==> src/rtl/regs_bank_writer.sv <==
// Register bank feeding the selector's wRegs operand: row stores from r0..r3 and a multi-cycle bank clear.
// Optional feature macro: REGS_AUTO_ROW_EN (stores go to wWrPtr+1 instead of wRow).
module regs_bank_writer #(
  parameter int DATA_WIDTH      = 4,
  parameter int REGS_INPUTS     = 64,
  parameter int OUTPUTS         = 4,
  parameter int OUTPUTS_PER_BUS = 4,
  parameter int BUS_W           = OUTPUTS_PER_BUS * DATA_WIDTH,
  parameter int ROW_W           = OUTPUTS * BUS_W,
  parameter int ROWS            = REGS_INPUTS * DATA_WIDTH / ROW_W,
  parameter int RW              = $clog2(ROWS)
) (
  input  logic                              wClk,
  input  logic                              wResetN,
  input  logic                              wStore,
  input  logic                              wClear,
  input  logic [RW-1:0]                     wRow,
  input  logic [BUS_W-1:0]                  r0,
  input  logic [BUS_W-1:0]                  r1,
  input  logic [BUS_W-1:0]                  r2,
  input  logic [BUS_W-1:0]                  r3,
  output logic [REGS_INPUTS*DATA_WIDTH-1:0] wRegs,
  output logic                              wBusy,
  output logic                              wDone,
  output logic [RW-1:0]                     wWrPtr,
  output logic                              wStateDbg
);

  // Handshake: wStore/wClear are single-cycle requests sampled at every edge;
  // they are accepted only in IDLE and silently dropped while wBusy is high.

  typedef enum logic {IDLE = 1'b0, CLEAR = 1'b1} state_t;

  state_t            state;
  logic [RW-1:0]     cnt;
  logic [ROW_W-1:0]  rowData;
  logic [RW-1:0]     storeRow;

  assign rowData = {r3, r2, r1, r0};

`ifdef REGS_AUTO_ROW_EN
  assign storeRow = (wWrPtr == RW'(ROWS - 1)) ? '0 : wWrPtr + 1'b1;
`else
  assign storeRow = wRow;
`endif

  assign wStateDbg = (state == CLEAR);

  always_ff @(posedge wClk or negedge wResetN) begin
    if (!wResetN) begin
      state  <= IDLE;
      cnt    <= '0;
      wRegs  <= '0;
      wBusy  <= 1'b0;
      wDone  <= 1'b0;
      wWrPtr <= '0;
    end else begin
      case (state)
        IDLE: begin
          wDone <= 1'b0;
          if (wClear) begin
            // Clear wins over a simultaneous store.
            state <= CLEAR;
            cnt   <= '0;
            wBusy <= 1'b1;
            wDone <= (ROWS == 1);
          end else if (wStore) begin
            wRegs[storeRow*ROW_W +: ROW_W] <= rowData;
            wWrPtr                         <= storeRow;
          end
        end
        CLEAR: begin
          wRegs[cnt*ROW_W +: ROW_W] <= '0;
          if (cnt == RW'(ROWS - 1)) begin
            state <= IDLE;
            wBusy <= 1'b0;
            wDone <= 1'b0;
`ifdef REGS_AUTO_ROW_EN
            wWrPtr <= RW'(ROWS - 1);
`endif
          end else begin
            cnt   <= cnt + 1'b1;
            // wDone is registered, so raise it one edge ahead of the last row.
            wDone <= (cnt == RW'(ROWS - 2));
          end
        end
        default: state <= IDLE;
      endcase
    end
  end

endmodule

==> config.mk <==
export PLATFORM = sky130hd
export DESIGN_NAME = regs_bank_writer
export DESIGN_NICKNAME = d
export VERILOG_FILES = /design/src/rtl/regs_bank_writer.sv
export SDC_FILE = /design/constraint.sdc
export NUM_CORES = 1
export LEC_CHECK = 0
export ABC_AREA = 0
export CAP_MARGIN = 20
export CELL_PAD_IN_SITES_DETAIL_PLACEMENT = 0
export CELL_PAD_IN_SITES_GLOBAL_PLACEMENT = 1
export CORE_MARGIN = 4
export CORE_UTILIZATION = 38
export CTS_BUF_LIST = sky130_fd_sc_hd__clkbuf_16
export DETAILED_ROUTE_END_ITERATION = 10
export PLACE_DENSITY = 0.8
export RECOVER_POWER = 100
export SLEW_MARGIN = 20
export SYNTH_ARGS = -nofsm -noshare
export SYNTH_HDL_FRONTEND = slang
export SYNTH_SLANG_ARGS = --single-unit
==> constraint.sdc <==
create_clock -name wClk -period 2.65 [get_ports wClk]
set_clock_uncertainty 0.2 [all_clocks]
set_input_delay 0.53 -clock wClk [delete_from_list [all_inputs] [get_ports wClk]]
set_output_delay 0.53 -clock wClk [all_outputs]
set_load 0.01 [all_outputs]
**Word-level counts from Yosys, hierarchy flattened**

Cells that the tools add are included.

- Register bits after elaboration: 263
- Latch bits: 0
- RAM bits: 0
- ROM bits: 0
- Logic and storage cells: 42
- Memories: 0

- $add $sub $neg: 3
- $mul: 0
- Div/mod/pow operators: 0
- Magnitude comparators: 0
- Eq/ne operators: 7
- Shifts and indexed selects: 4
- Muxes and demuxes: 16
- Bitwise gates (word level): 2
- Reductions and logical operators: 4

Operators with widths:

| kind | count |
|---|---|
| 256-bit bitwise mux | 2 |
| 256-bit two-way mux | 2 |
| 256-bit case mux with 2 select lines | 1 |
| 64-bit by 34-bit variable shift with 256-bit output (first input constant) | 2 |
| 64-bit by 34-bit variable part select with 256-bit output | 1 |
| 64-bit by 34-bit variable part select with 256-bit output (first input constant) | 1 |
| 8-bit negator with 34-bit output | 2 |
| 2-bit inequality test (second input constant) | 4 |
| 1-bit case mux with 2 select lines | 3 |
| 2-bit AND reduction | 3 |
| 1-bit two-way mux | 5 |
| 2-bit equality test (second input constant) | 2 |
| 2-bit two-way mux | 2 |
| 2-bit case mux with 2 select lines | 1 |
| 3-bit AND reduction | 1 |
| 2-bit by 1-bit adder with 2-bit output (second input constant) | 1 |
| 2-bit by 1-bit inequality test with 1-bit output (second input constant) | 1 |
| 1-bit NOT | 2 |

**Logic depth before layout (Yosys ltp)**

- Word-level depth: 6
- Mapped depth: 9
- Mapped depth without buffers: 5

**Least setup slack after synthesis**

Ideal clock, no wire load.

- Path kind: input to register
- From: input port wRow[0]
- To: register wRegs[211]
- Setup time: 0.127 ns
- Arrival time: 2.376 ns
- Required time: 2.323 ns
- Path slack: -0.054 ns
- Stages: 9
- Path buffers: 4
- Cells stage by stage: buf_2 > clkbuf_1 > inv_1 > ha_1 > nand2b_1 > clkbuf_1 > clkbuf_1 > nor3_1 > mux2_1

- Cells in the longest elaborated chain, start to end: 6

RTL lines:

| what | RTL line | source |
|---|---|---|
| from (decl) | 17 | `input logic [RW-1:0] wRow,` |
| 8-bit negator with 34-bit output * | 68 | `wRegs[storeRow*ROW_W +: ROW_W] <= rowData;` |
| 64-bit by 34-bit variable part select with 256-bit output / 64-bit by 34-bit variable shift with 256-bit output (equally long branches) | 68 |  |
| 256-bit bitwise mux * | 68 |  |
| 256-bit two-way mux * | 67 | `end else if (wStore) begin` |
| 256-bit two-way mux * | 61 | `if (wClear) begin` |
| 256-bit case mux with 2 select lines * | 58 | `case (state)` |
| to (signal, indexed assignment) | 68 |  |
| to (decl) | 22 | `output logic [REGS_INPUTS*DATA_WIDTH-1:0] wRegs,` |

Every way passes the cells marked *; elsewhere a longest branch is shown, timed or not. The select of a mux whose other input is x is not followed.
A chain may end at the register's enable or synchronous reset.

**Worst setup path in the final report**

- From: register state, in the netlist wStateDbg
- To: output port wStateDbg

RTL lines:

| what | RTL line | source |
|---|---|---|
| from (decl) | 34 | `state_t state;` |
| from (signal assigned) | 51 | `state <= IDLE;` |
| from (signal assigned) | 63 | `state <= CLEAR;` |
| from (signal assigned) | 75 | `state <= IDLE;` |
| to (decl) | 26 | `output logic wStateDbg` |

No word-level cell between the ends.

==> impl_metrics.py <==
metrics = {
    "run_status": {
        "outcome": "completed",
    },
    "yosys": {
        "netlist_top_cells_count": "263 x dfrtp_1, 133 x mux2_2, 128 x and3_1, 128 x nand2_1, 71 x inv_1",
        "synth_edf_count": 0,
        "synthCells": 1026,
        "synth_area_leaders": "dfrtp_1 53%, mux2_2 12%, mux2_4 7.3%",
        "seq_area_frac_synth_pct": 53.3,
        "synth_top_area_share_pct": 53.3,
        "async_flop_share_pct": 100,
        "syn-cell-area_um2": 12400,
        "yosys_warnings": 0,
        "syn_nets": 1106,
        "yosysMostFrequentCell": "dfrtp_1",
        "yosysUniqueCellTypes": 30,
        "synthFlopType": "dfrtp_1",
        "yosysTopAreaCell": "dfrtp_1",
        "synth.avg_cell_area_um2": 12.0,
        "synth-seq-cells": 263,
    },
    "critical_path": {
        "slowest_stage": "dlygate4sd3_1",
        "crit_buf_inv": 1,
        "cp_cell_sequence": "dlygate4sd3_1",
        "worstRegToRegCells": 5,
        "slowest_delay_ns": 0.68,
        "cp-end-kind": "output pin",
        "start_kind": "flip-flop",
        "crit_family": "buffers and inverters",
        "worst-path-stages": 1,
        "critical_path_class": "flip-flop to output pin",
        "crit_arrival_ns": 1.70,
        "worstPathMaxFanout": 7,
        "critPathRequiredTime_ns": 1.92,
    },
    "floorplan": {
        "rows": 65,
        "coreArea_um2": 31800,
        "initial_core_util_pct": 38.8,
        "die_area_um2": 35500,
        "die_w_um": 188,
        "die_h_um": 188,
        "io_pins": 331,
    },
    "timing": {
        "rsz0062_at_grt": "no",
        "slew_headroom_pct": 23.3,
        "maxSlewViolCount": 0,
        "setup_viol": 0,
        "fmax_mhz": 412,
        "period_minus_slack_ns": 2.43,
        "worstMarginPinSlew_ns": 1.15,
        "hold_viol": 0,
        "period_share_pct": 91.6,
    },
    "finish": {
        "drive_gt1_share_pct": 17.7,
        "utilization_pct": 53.3,
        "final_nets": 1426,
        "diodes": 0,
        "area_growth_pct": 37.1,
    },
    "global_route": {
        "grt-ovfl-total": 0,
        "grt_pass1_wl_mm": 60.1,
        "grt_usage_pct": 21.2,
        "antenna_found_initial": 2,
        "first_global_vias": 9741,
        "grt_max_degree": 82,
    },
    "clocking": {
        "numCtsBuffers": 30,
        "path_clk_slew_ns": 0.06,
        "clock_latency_ns": 0.54,
        "cts_num_sinks": 263,
        "tritoncts": "yes",
        "htree_levels": 1,
        "cts_root_buffer": "clkbuf_16",
        "clockBufferDepth": 3,
        "postCtsSetupRepairBufs": 0,
    },
    "worst_hold_path": {
        "holdPathStages": 1,
        "hold_class": "flip-flop to flip-flop",
    },
    "detailed_routing": {
        "drt_iter0_drc": 392,
        "wirelength_mm": 38.5,
        "viasPerCell": 5.06,
        "drc": 0,
        "postRouteAntennaNets": 0,
        "vias": 9103,
        "firstDrtPassIters": 5,
        "routedWlPerCell_um": 21.4,
    },
    "power": {
        "finalPower_mw": 12.1,
        "ir_drop_mv": 0.562,
        "p_leak_nw": 9.29,
        "power_density_nw_per_um2": 712,
    },
    "place": {
        "dp_hpwl_mm": 25.5,
        "io_buffer_count": 330,
        "place_congestion": 0.800,
    },
    "job": {
        "cap_violations": 0,
    },
}
[through the flow]
step / setup TNS, ns / hold slack [ns] / worst slack [ns] / instances / instance area, um2
floorplan: -1.79 / 0.0344 / -0.0358 / 1026 / 12400
global placement: -10.70 / 0.285 / -0.111 / 1748 / 16300
detailed placement: -16.80 / 0.281 / -0.135 / 1748 / 16300
CTS: 0 / 0.306 / 0.233 / 1799 / 17200
global route: 0 / 0.294 / 0.114 / 1799 / 16900
finish: 0 / 0.277 / 0.222 / 1799 / 16900
[flip-flops by register name (all words and copies together) (netlist names)]
register   count
wStateDbg      1
wBusy          1
wRegs        256
cnt            2
wDone          1
wWrPtr         2
[worst reg2reg max path: cells and delay by family, from the launching register on]
kind | cells | cell delay [ns]
muxes | 1 | 0.35
and+or+nand+nor | 1 | 0.27
buffers and inverters | 2 | 0.82
DFF | 1 | 0.48
AOI/OAI and AO/OA | 1 | 0.18
[layer usage]
metal / track usage (%) / wire (um) / up-vias
met5: 0 / 0 / -
met4: 3.76 / 636 / 0
met3: 5.76 / 3110 / 46
met2: 33.7 / 17300 / 306
met1: 29.7 / 17400 / 4624
li1: - / - / 4127
[what timing repair did]
item | 4_1_cts | 5_1_grt
hold buffers | 1 | 0
endpoints found under the hold margin | 49 | 0
gates resized for setup | 0 | 0
setup endpoints to repair | 0 | 0
[placed cells by master (no fill, tap or decap), drive strengths merged, types with 7 or more instances in the layout]
master         instances
dfrtp                263
dlygate4sd3          263
mux2                 194
nand2                128
and3                 128
inv                   81
clkdlybuf4s50         66
mux2i                 65
nor3                  64
clkbuf                41
buf                   32
ha                    10
clkinv                 7
[power by group]
group | total [mW] | leakage [nW] | switching [mW] | internal [mW]
combinational | 3.61 | 5.16 | 2.00 | 1.61
clock | 3.91 | 0.479 | 1.65 | 2.27
sequential | 4.53 | 3.65 | 0.194 | 4.33
[area by class of cell]
class	count	area [um2]
clock inverter	19	126
tap	435	544
timing repair buffer	371	3780
multi-input combinational	609	4860
inverter	71	267
clock buffer	31	776
sequential	263	6580
fill	2789	14900
[cell families (layout without fill, tap and decap cells)]
family                   Yosys count  in the layout  share of synthesized area (%)
adder cells (fa/ha/maj)           10             10                           1.01
AND/OR/NAND/NOR                  333            333                           13.8
buffers and inverters            154            492                           6.65
flip-flops                       263            263                           53.3
multiplexers                     259            259                           24.8
AO/OA/AOI/OAI                      7              7                          0.506
[path summary, 6_finish.rpt]
| check | start | end | slack [ns] |
|---|---|---|---|
| worst max-delay path | wStateDbg | wStateDbg | 0.22 |
| worst min-delay path | wRegs[169] | wRegs[169] | 0.28 |
| worst max register to register | wStateDbg | wRegs[183] | 0.24 |
| worst min register to register | wRegs[169] | wRegs[169] | 0.28 |
| max in group asynchronous | wResetN | wRegs[72] | 0.44 |
| min in group asynchronous | wResetN | wRegs[46] | 0.32 |
(Power assumes the default switching activity.)
